File: config.mk
export PLATFORM = sky130hd
export DESIGN_NAME = uart_rx_fifo
export DESIGN_NICKNAME = d
export VERILOG_FILES = /design/src/rtl/uart_rx_fifo.sv
export SDC_FILE = /design/constraint.sdc
export NUM_CORES = 1
export LEC_CHECK = 0
export CAP_MARGIN = 20
export CORE_MARGIN = 1.5
export CORE_UTILIZATION = 51
export DETAILED_ROUTE_END_ITERATION = 7
export DONT_BUFFER_PORTS = 1
export PLACE_DENSITY = 0.71
export SETUP_SLACK_MARGIN = 0.3
export SYNTH_ARGS = -nofsm -noshare
export SYNTH_HDL_FRONTEND = slang
export SYNTH_SLANG_ARGS = --single-unit
File: constraint.sdc
create_clock -name clk -period 2.2 [get_ports clk]
set_input_delay 0.22 -clock clk [delete_from_list [all_inputs] [get_ports clk]]
set_output_delay 0.22 -clock clk [all_outputs]
set_load 0.05 [all_outputs]
File: src/rtl/uart_rx_fifo.sv
// uart_rx_fifo: receive-side byte buffer behind the UART receiver core.
// Edge-detects rxDone/rxErr, queues received bytes in a circular FIFO with
// first-word fall-through output, tracks a sticky overflow flag and a
// saturating error counter. A synchronous clear flushes everything.
module uart_rx_fifo #(
  parameter int Depth         = 8,
  parameter int ErrCountWidth = 8
) (
  input  logic                     clk,
  input  logic                     nReset,
  input  logic [7:0]               rxData,
  input  logic                     rxDone,
  input  logic                     rxErr,
  input  logic                     clear,
  output logic [7:0]               outData,
  output logic                     outValid,
  input  logic                     outReady,
  output logic [$clog2(Depth):0]   count,
  output logic                     overflow,
  output logic [ErrCountWidth-1:0] errCount
);

  localparam int PW = $clog2(Depth);
  localparam int CW = PW + 1;

  logic                     done_q, err_q;
  logic                     pend_q, pend_d;
  logic [PW-1:0]            wr_ptr_q, wr_ptr_d;
  logic [PW-1:0]            rd_ptr_q, rd_ptr_d;
  logic [CW-1:0]            cnt_q, cnt_d;
  logic                     ovf_q, ovf_d;
  logic [ErrCountWidth-1:0] ecnt_q, ecnt_d;
  logic [7:0]               mem [Depth];

  logic push_ev, err_ev, full, pop, wr_en;

  // Rising-edge events; a held-high input produces a single event.
  assign push_ev = rxDone & ~done_q;
  assign err_ev  = rxErr & ~err_q;

  assign full  = (cnt_q == CW'(Depth));
  assign pop   = outValid & outReady;
  // A pending byte is written unless clear wins or the FIFO is full with no
  // pop freeing a slot in the same cycle.
  assign wr_en = pend_q & ~clear & (~full | pop);

  assign outValid = (cnt_q != '0);
  assign outData  = outValid ? mem[rd_ptr_q] : 8'h00;
  assign count    = cnt_q;
  assign overflow = ovf_q;
  assign errCount = ecnt_q;

  // Next-state for pointers, occupancy, flags; clear overrides everything.
  always_comb begin
    pend_d   = push_ev & ~clear;
    wr_ptr_d = wr_ptr_q;
    rd_ptr_d = rd_ptr_q;
    cnt_d    = cnt_q;
    ovf_d    = ovf_q;
    ecnt_d   = ecnt_q;
    if (clear) begin
      wr_ptr_d = '0;
      rd_ptr_d = '0;
      cnt_d    = '0;
      ovf_d    = 1'b0;
      ecnt_d   = '0;
    end else begin
      if (wr_en) wr_ptr_d = wr_ptr_q + PW'(1);
      if (pop)   rd_ptr_d = rd_ptr_q + PW'(1);
      case ({wr_en, pop})
        2'b10:   cnt_d = cnt_q + CW'(1);
        2'b01:   cnt_d = cnt_q - CW'(1);
        default: cnt_d = cnt_q;
      endcase
      if (pend_q && full && !pop) ovf_d = 1'b1;
      if (err_ev && (ecnt_q != '1)) ecnt_d = ecnt_q + ErrCountWidth'(1);
    end
  end

  // Control state register; edge history keeps updating through clear.
  always_ff @(posedge clk or negedge nReset) begin
    if (!nReset) begin
      done_q   <= 1'b0;
      err_q    <= 1'b0;
      pend_q   <= 1'b0;
      wr_ptr_q <= '0;
      rd_ptr_q <= '0;
      cnt_q    <= '0;
      ovf_q    <= 1'b0;
      ecnt_q   <= '0;
    end else begin
      done_q   <= rxDone;
      err_q    <= rxErr;
      pend_q   <= pend_d;
      wr_ptr_q <= wr_ptr_d;
      rd_ptr_q <= rd_ptr_d;
      cnt_q    <= cnt_d;
      ovf_q    <= ovf_d;
      ecnt_q   <= ecnt_d;
    end
  end

  // Storage array; contents only matter where count says they are valid.
  always_ff @(posedge clk) begin
    if (wr_en) mem[wr_ptr_q] <= rxData;
  end

endmodule

# Yosys cells after proc, flatten, opt, wreduce, memory -nomap -nowiden

Memory sizes are Yosys's and may differ from the RTL's.
Index checks and enable logic that the tools add are counted.

$add $sub $neg: 5
Reductions and logical operators: 10
Bitwise operators: 11
Equality and inequality tests: 4
Muxes and demuxes: 13

Operators by type and width:

| kind                                             | count |
|---|---|
| 2-to-1 mux 8 bit                                 | 3 |
| 2-to-1 mux 3 bit                                 | 4 |
| adder 8 x 1 -> 8 bit, second input constant      | 1 |
| != test 8 bit, second input constant             | 1 |
| case mux 4 bit (2 select lines)                  | 1 |
| nonzero test 2 bit                               | 4 |
| adder 3 x 1 -> 3 bit, second input constant      | 2 |
| AND 1 bit                                        | 6 |
| adder 4 x 1 -> 4 bit, second input constant      | 1 |
| == test 4 bit, second input constant             | 1 |
| 2-to-1 mux 1 bit                                 | 4 |
| 2-to-1 mux 4 bit                                 | 1 |
| NOT 1 bit                                        | 4 |
| nonzero test 4 bit                               | 1 |
| subtractor 4 x 1 -> 4 bit, second input constant | 1 |
| logical AND 1 bit                                | 3 |
| nonzero test 3 bit                               | 1 |
| == test 2 x 1 -> 1 bit, second input constant    | 1 |
| == test 2 bit, second input constant             | 1 |
| logical NOT 1 bit                                | 1 |
| OR 1 bit                                         | 1 |

Memories: 1
Output and inout bits: 22
Register bits: 22
RAM bits: 64
Input bits: 14

Memories:

| memory | words | width | rd ports | clocked after memory_dff | wr ports | line | source |
|---|---|---|---|---|---|---|---|
| mem    | 8     | 8     | 1        | 0                        | 1        | 33   | `logic [7:0] mem [Depth];` |

# Logic depth before layout (Yosys ltp)

Gate-level depths: netlist (run 1).

Depth in word-level cells: 7
Gate-level depth with buffers: 11
Mapped depth without buffers: 10

# Least setup slack after synthesis (run 1)

OpenSTA, ideal clock, no wires.

Kind: register -> register
Start point: register cnt_q[0], in the netlist count[0]
End point: register cnt_q[2], in the netlist count[2]
Stages on the path, launching flop included: 12
Path slack: -509 ps
Arrival time: 2583 ps
Setup time: 126 ps
Path buffers: 1
Clock period less this slack: 2709 ps
Cells stage by stage: dfrtp_1 -> or3_1 -> buf_6 -> nor2_8 -> inv_4 -> nand2_2 -> nor2_1 -> fa_1 -> xnor2_1 -> nor2_1 -> a22o_1 -> a221o_1

Word-level cells in the longest chain between the ends: 7
Elaborated cells on any way between the ends: 13
Those cells by class: add/sub: 2; eq/ne: 3; mux: 2; bitwise: 4; reduce/logical: 2

Ends and longest elaborated chain:

| item                                                    | line | source |
|---|---|---|
| from (decl)                                             | 30   | `logic [CW-1:0] cnt_q, cnt_d;` |
| from (signal assigned)                                  | 97   | `cnt_q <= cnt_d;` |
| nonzero test 4 bit *                                    | 47   | `assign outValid = (cnt_q != '0);` |
| net outValid                                            | 16   | `output logic outValid,` |
| AND 1 bit *                                             | 42   | `assign pop = outValid & outReady;` |
| OR 1 bit                                                | 45   | `assign wr_en = pend_q & ~clear & (~full \| pop);` |
| AND 1 bit                                               | 45   |  |
| == test 2 x 1 -> 1 bit or == test 2 bit (tied branches) | 70   | `case ({wr_en, pop})` |
| case mux 4 bit (2 select lines)                         | 70   |  |
| 2-to-1 mux 4 bit                                        | 61   | `if (clear) begin` |

Mark *: on every way through the listed nets, which the timed path passes. The rest lies on a longest branch.
A chain may end at the register's enable or synchronous reset.

# Worst setup path after layout (run 1)

Start point: register cnt_q[2], in the netlist count[2]
End point: register cnt_q[2], in the netlist count[2]

Word-level cells in the longest chain between the ends: 7
Elaborated cells on any way between the ends: 13
Those cells by class: add/sub: 2; eq/ne: 3; mux: 2; bitwise: 4; reduce/logical: 2

Ends and longest elaborated chain:

| item                                                    | line |
|---|---|
| nonzero test 4 bit or == test 4 bit (tied branches)     | 47, 41 |
| AND 1 bit or NOT 1 bit (tied branches)                  | 42, 45 |
| OR 1 bit                                                | 45 |
| AND 1 bit                                               | 45 |
| == test 2 x 1 -> 1 bit or == test 2 bit (tied branches) | 70 |
| case mux 4 bit (2 select lines)                         | 70 |
| 2-to-1 mux 4 bit                                        | 61 |

Parallel ways exist; a longest one is shown, timed or not.

==> qor.log, run 1 <==
[floorplanning] FP Rows 31
[worst_setup_path] highest net fanout along the worst path 3
[global_route] maximum number of pins on one net before global-route repair 23
[clocking] CTS tree built
[cells_and_area] count of fill cells added during filler insertion 473
[timing] crit share post-route 102.1%
[synth] net count after synthesis 263
[cells_and_area] area occupied by multi-input gates 1500 sq um
[clocking] TritonCTS Sinks 86
[worst_setup_path] Crit. Startpoint count[2]$_DFFE_PN0P_
[timing] worst slew margin relative to its limit 58.06%
[clocking] number of buffers created by CTS 9
[worst_setup_path] kind of capture point of the worst setup path flip-flop
[floorplanning] number of top-level pins 36
[floorplanning] die footprint 7893 sq um
[cells_and_area] number of antenna diodes 0
[global_route] overall fraction of global-route tracks in use 19.73%
[worst_setup_path] worst reg2reg path startpoint count[2]$_DFFE_PN0P_
[worst_setup_path] largest stage delay on the critical path 420 ps
[cells_and_area] fraction of layout cells with a size suffix above 1 39.74%
[worst_setup_path] arrival time at the worst endpoint 2490 ps
[global_route] met3 routing resource usage after global routing 6.250%
[synth] summed instance area of the synthesized netlist 3759 sq um
[clocking] clock root buffer master sky130_fd_sc_hd__clkbuf_8
[cells_and_area] synthesis-to-layout area growth 29.03%
[global_route] GRT met2 Usage 30.17%
[global_route] global-route layer with the greatest usage met2
[clocking] clock insertion delay at the later pin of the skew report 360 ps
[drt] remaining antenna violation count 0
[clocking] CTS H-Tree Depth 3
[timing] setup ws final -46.43 ps
[power_and_ir_drop] post-layout power 5.315 mW
[power_and_ir_drop] ratio of total power to cell area 1096 nW/um^2
[worst_setup_path] cell at the slowest stage of the critical path sky130_fd_sc_hd__or3_4
[synth] flip-flop and latch count after synthesis 86
[worst_setup_path] chain of cells forming the critical path or3_4 -> nor2_8 -> inv_8 -> nand2_4 -> nor2_4 -> fa_2 -> xnor2_1 -> nor2_1 -> a22o_1 -> a221o_1
[synth] per-instance average area after synthesis 15.47 sq um
[min_path] Min-Delay Startpoint clear
[min_path] worst min path class input port to flip-flop
[clocking] number of buffers on the longest clock path 2
[cells_and_area] Sequential cell area 2480 sq um
[place] routability congestion estimate 0.8052
[floorplanning] Chip Width 88.85 microns
[drt] ratio of routed vias to standard cells 5.581
[clocking] clock-pin slew of the registers on the worst-case setup and hold paths 90 ps
[cells_and_area] commonest cells after routing, fill and taps aside sky130_fd_sc_hd__edfxtp_1 (64), sky130_fd_sc_hd__buf_4 (29), sky130_fd_sc_hd__mux4_2 (16), sky130_fd_sc_hd__dfrtp_1 (16), sky130_fd_sc_hd__nor2_1 (15)
[timing] Final setup viols 1
[synth] ys async rst share 25.58%
[timing] transition time at the pin with the least slew margin 627.0 ps
[drt] final routed wirelength across all metal layers 7199 microns
[drt] total DRC errors in the routed layout 0
[drt] First DRT Iteration DRCs 167
[synth] number of enable-type register cells in the synthesized netlist 64
[worst_setup_path] required time at the worst-slack endpoint 2450 ps
[status] violations in the final reports setup timing
[worst_setup_path] Critical Path Source Type flip-flop
[power_and_ir_drop] IR Drop Worst-Case VDD 0.5177 mV
[global_route] number of global-route vias before repair 2142
[status] result of the run finished, violations left
[global_route] grt ovf 0
[synth] synthesized netlist cell count 243
[power_and_ir_drop] static leakage 1.693 nW
[job] max cap viols 0
[global_route] initial antenna violation count 0
[floorplanning] initial core utilization 52.38%
[cells_and_area] most common library cell in the layout ignoring fill and taps sky130_fd_sc_hd__edfxtp_1
[drt] overall via count from detail_route 2238
[synth] fraction of the yosys area taken by sequential cells 65.78%
[synth] main flop type after synthesis sky130_fd_sc_hd__edfxtp_1
[cells_and_area] Nets 317
[timing] number of max-slew violations in the final report 0
[place] buffers added on ports 0
[timing] Achievable Freq 445.2 MHz
[timing] setup repair after global routing missed its margin yes
[timing] final critical delay including setup and external delays 2246 ps
[synth] number of different library cells in the post-synthesis netlist 50
[place] Post-DP HPWL 4226 microns
[place] cell total after placement 353
[timing] Hold Vio Cnt, Final 0
[timing] final clock skew 8.317 ps
[global_route] GR Layer Usage met1 26.37%
[synth] number of warning messages in the yosys log 0
[drt] First-pass DRT Iterations 4
[global_route] wire length of the first global-routing pass 10990 microns
[drt] average routed wire per standard cell 17.95 microns
[cells_and_area] number of standard cells in the layout, taps in and fillers out 401
[floorplanning] area of the core 7176 sq um
[worst_setup_path] Crit Path Category flip-flop to flip-flop
[floorplanning] vertical die dimension 88.85 microns
[power breakdown]
group / leakage, nW / internal (mW) / switching, mW / total (mW)
Clock: 0.101 / 0.446 / 0.610 / 1.06
Combinational: 0.727 / 1.04 / 1.37 / 2.41
Sequential: 0.864 / 1.80 / 0.0489 / 1.85
Total: 1.69 / 3.29 / 2.03 / 5.31
[routing by layer]
layer / vias to the layer above / wire (microns)
li1: 1051 / -
met1: 1132 / 3152
met2: 43 / 3666
met3: 12 / 271
met4: 0 / 108
met5: - / 0
[worst paths after layout]
check	endpoint	slack (ps)	depth (start not counted)
worst max-delay path	count[2]$_DFFE_PN0P_	-50	10
worst min-delay path	errCount[7]$_DFFE_PN0P_	30	3
worst max register to register	count[2]$_DFFE_PN0P_	-50	10
worst min register to register	pend_q$_DFF_PN0_	420	1
max in group asynchronous	count[2]$_DFFE_PN0P_	1590	2
min in group asynchronous	errCount[6]$_DFFE_PN0P_	180	1
[logic make-up (layout without fill, tap and decap cells)]
| logic type | after synthesis | after routing | synth area share (%) |
|---|---|---|---|
| multiplexers | 29 | 29 | 13.12 |
| adder cells (fa/ha/maj) | 6 | 6 | 2.197 |
| flip-flops | 86 | 86 | 65.78 |
| buffers and inverters | 14 | 73 | 1.798 |
| AO/OA/AOI/OAI | 27 | 27 | 4.993 |
| XOR/XNOR | 6 | 6 | 1.398 |
| AND/OR/NAND/NOR | 75 | 75 | 10.72 |
[per-stage QoR]
stage               area, sq um  hold slack [ps]  TNS (ps)  setup slack (ps)  utilization (%)
floorplan                  3859           -75.59    -696.1            -321.7                -
CTS                        4727            18.34    -74.47            -53.70            65.88
detailed placement         4091           -75.07    -180.9            -117.6            57.02
finish                     4850            34.89    -46.43            -46.43            67.59
global route               4850            39.16    -176.7            -140.4            67.59
global placement           4091           -75.12    -108.9            -93.13            57.02
[synth_stat cells, drive strengths merged, types with 4 or more instances]
library cell	n	area (sq um)
a21oi	6	33.78
buf	7	38.79
a31oi	4	31.28
nand2b	5	31.28
xor2	4	35.03
nor3	5	25.02
dfrtp	22	550.5
nor2b	6	37.54
mux4	16	360.4
o21ai	6	30.02
clkbuf	4	15.01
nor2	31	132.6
ha	5	62.56
edfxtp	64	1922
mux2i	11	110.1
nand2	6	25.03
nand3	6	30.03
[flip-flops by register name (all words and copies together), names as in the netlist]
name,count
pend_q,1
errCount,8
err_q,1
done_q,1
mem,64
rd_ptr_q,3
overflow,1
count,4
wr_ptr_q,3
[worst max-delay path: cells and delay by family (launching register included)]
family / cells / cell delay [ps]
buffers and inverters: 1 / 40
adder cells (fa/ha/maj): 1 / 340
flip-flops: 1 / 410
AND/OR/NAND/NOR: 5 / 740
AO/OA/AOI/OAI: 2 / 460
XOR/XNOR: 1 / 150
[what timing repair did]
action / in CTS / in global routing
gates cloned: 1 / 0
pin swaps: 8 / 6
endpoints found under the setup margin: 75 / 56
setup buffers: 15 / 2
hold buffers: 13 / 0
hold endpoints to repair: 105 / 0
gates resized for setup: 36 / 17
[area by class of cell]
cell class / count / area share (%)
Multi-Input combinational cell: 143 / 30.93
Clock buffer: 9 / 2.554
Sequential cell: 86 / 51.14
Tap cell: 99 / 2.554
Inverter: 3 / 0.3870
Timing Repair Buffer: 54 / 10.81
Clock inverter: 7 / 1.625
(Power assumes the default switching activity.)
==> run 2: changes to the inputs <==
CTS_CLUSTER_DIAMETER = 40   (was not set)
clock period = 1.9 ns   (was 2.2 ns; I/O delays follow)
==> qor.log, run 2 (synthesis gave the netlist of run 1 again) <==
[drt] uppermost routed layer met4
[floorplanning] die footprint 7893 sq um
[place] cell total after placement 375
[drt] met3 WL post-DR 311 microns
[timing] final critical delay including setup and external delays 2264 ps
[clocking] CTS tree built
[worst_setup_path] Crit Path Category flip-flop to flip-flop
[global_route] wire length of the first global-routing pass 12490 microns
[worst_setup_path] highest net fanout along the worst path 3
[drt] final routed wirelength across all metal layers 7969 microns
[cells_and_area] number of antenna diodes 0
[clocking] clock insertion delay at the later pin of the skew report 340 ps
[place] buffers added on ports 0
[status] violations in the final reports setup timing
[min_path] worst min path class input port to flip-flop
[cells_and_area] fraction of layout cells with a size suffix above 1 44.72%
[power_and_ir_drop] post-layout power 6.261 mW
[global_route] grt ovf 0
[clocking] CTS H-Tree Depth 3
[timing] setup ws final -363.6 ps
[drt] remaining antenna violation count 0
[worst_setup_path] cell at the slowest stage of the critical path sky130_fd_sc_hd__or3_4
[clocking] number of buffers created by CTS 9
[power_and_ir_drop] Sequential Power Share 34.4%
[power_and_ir_drop] IR Drop Worst-Case VDD 0.8785 mV
[power_and_ir_drop] cell internal power dissipation 4.010 mW
[floorplanning] number of top-level pins 36
[drt] average routed wire per standard cell 18.93 microns
[worst_setup_path] largest stage delay on the critical path 430 ps
[timing] crit share post-route 119.1%
[cells_and_area] final cell utilization of the core 71.35%
[global_route] initial antenna violation count 0
[drt] total routed wire length on the met1 layer 3347 microns
[timing] transition time at the pin with the least slew margin 675.5 ps
[place] Post-DP HPWL 4746 microns
[worst_setup_path] arrival time at the worst endpoint 2490 ps
[floorplanning] area of the core 7176 sq um
[cells_and_area] commonest cells after routing, fill and taps aside sky130_fd_sc_hd__edfxtp_1 (64), sky130_fd_sc_hd__buf_4 (28), sky130_fd_sc_hd__buf_6 (20)
[timing] setup repair after global routing missed its margin yes
[worst_setup_path] worst reg2reg path startpoint count[1]$_DFFE_PN0P_
[worst_setup_path] setup slack, reg-to-reg -360 ps
[status] result of the run finished, violations left
[timing] Final setup viols 19
[clocking] clock root buffer master sky130_fd_sc_hd__clkbuf_8
[drt] length of routed met2 wiring 4209 microns
[timing] Total Neg Setup Slack -2156 ps
[drt] total DRC errors in the routed layout 0
[worst_setup_path] chain of cells forming the critical path or3_4 -> nor2_8 -> inv_8 -> nand2_4 -> nor2_4 -> fa_2 -> xnor2_2 -> nor2_1 -> a22o_1 -> a221o_1
[power_and_ir_drop] sw frac 35.96%
[drt] ratio of routed vias to standard cells 5.506
[global_route] maximum number of pins on one net before global-route repair 23
[timing] number of max-slew violations in the final report 0
[worst_setup_path] required time at the worst-slack endpoint 2120 ps
[floorplanning] vertical die dimension 88.85 microns
[clocking] TritonCTS Sinks 86
[clocking] clock-pin slew of the registers on the worst-case setup and hold paths 70 ps
[cells_and_area] synthesis-to-layout area growth 36.22%
[timing] final clock skew 13.17 ps
[floorplanning] Chip Width 88.85 microns
[drt] First DRT Iteration DRCs 72
[power_and_ir_drop] clock share of power 19.5%
[floorplanning] initial core utilization 52.38%
[cells_and_area] most common library cell in the layout ignoring fill and taps sky130_fd_sc_hd__edfxtp_1
[timing] Hold Vio Cnt, Final 0
[cells_and_area] largest reg by FF count mem
[floorplanning] FP Rows 31
[global_route] overall fraction of global-route tracks in use 22.19%
[worst_setup_path] Critical Path End count[2]$_DFFE_PN0P_
[worst_setup_path] Crit. Startpoint count[1]$_DFFE_PN0P_
[clocking] number of buffers on the longest clock path 2
[cells_and_area] number of flip-flops under the largest register name 64
[timing] worst slew margin relative to its limit 54.82%
[power_and_ir_drop] NetSw 2.251 mW
[job] max cap viols 0
[worst_setup_path] Critical Path Source Type flip-flop
[worst_setup_path] Worst R2R End count[2]$_DFFE_PN0P_
[power_and_ir_drop] ratio of total power to cell area 1223 nW/um^2
[worst_setup_path] kind of capture point of the worst setup path flip-flop
[global_route] number of global-route vias before repair 2442
[timing] Achievable Freq 441.8 MHz
[power_and_ir_drop] static leakage 1.798 nW
[cells_and_area] Nets 337
[worst_setup_path] worst reg-to-reg path cell count 10
[drt] overall via count from detail_route 2318
[cells_and_area] number of standard cells in the layout, taps in and fillers out 421
[power_and_ir_drop] combinational fraction of design power 46.1%
[place] routability congestion estimate 0.8092
[drt] First-pass DRT Iterations 4
-- run 2: how the worst min path moves through the flow --
| stage | from | endpoint | depth (start not counted) | slack (ps) |
|---|---|---|---|---|
| after global routing | clear | count[0]$_DFFE_PN0P_ | 2 | 30 |
| final | clear | count[0]$_DFFE_PN0P_ | 2 | 50 |
| after CTS | clear | count[0]$_DFFE_PN0P_ | 2 | 20 |
| after floorplan | nReset | count[0]$_DFFE_PN0P_ | 0 | -110 |
| after global placement | nReset | errCount[3]$_DFFE_PN0P_ | 0 | -100 |
| after detailed placement | nReset | errCount[4]$_DFFE_PN0P_ | 0 | -110 |
-- run 2: routing by layer --
| metal | vias up | GRT usage, % |
|---|---|---|
| met5 | - | 0 |
| met4 | 0 | 8.949 |
| met3 | 10 | 4.384 |
| met2 | 47 | 37.81 |
| met1 | 1174 | 27.98 |
| li1 | 1087 | - |
-- run 2: final cells by class --
cell class / instances / area (sq um)
Tap cell: 99 / 123.9
Clock inverter: 3 / 45.04
Fill cell: 474 / 2056
Inverter: 3 / 18.77
Clock buffer: 13 / 138.9
Sequential cell: 86 / 2484
Timing Repair Buffer: 74 / 813.3
Multi-Input combinational cell: 143 / 1496
-- run 2: what timing repair did --
item	CTS	global route
buffers inserted	13	2
hold buffers	13	0
endpoints found under the hold margin	105	0
gates cloned	1	0
gates resized for setup	51	8
pin swaps	14	12
setup endpoints to repair	81	82
-- run 2: power groups by stage --
stage | Clock, mW | Sequential (mW) | Combinational (mW)
finish | 1.22 | 2.15 | 2.88
detailed placement | 0 | 2.19 | 2.14
floorplan | 0 | 2.33 | 1.55
global placement | 0 | 2.19 | 2.11
global route | 1.32 | 2.16 | 3.05
CTS | 1.25 | 2.15 | 2.74
-- run 2: metrics by stage --
stage          hold slack [ps]  setup WS (ps)  instance area [sq um]
3_5_place_dp            -105.0         -437.1                   4349
4_1_cts                  21.88         -359.7                   5049
6_report                 45.54         -363.6                   5120
5_1_grt                  32.36         -439.4                   5120
3_3_place_gp            -105.0         -391.5                   4349
2_1_floorplan           -105.6         -621.6                   3916
-- run 2: worst max-delay path, delay by kind of cell (launching register included) --
kind | cells | cell delay (ps)
AO/OA/AOI/OAI | 2 | 450
XOR/XNOR | 1 | 120
adder cells (fa/ha/maj) | 1 | 360
buffers and inverters | 1 | 40
flip-flops | 1 | 400
AND/OR/NAND/NOR | 5 | 780
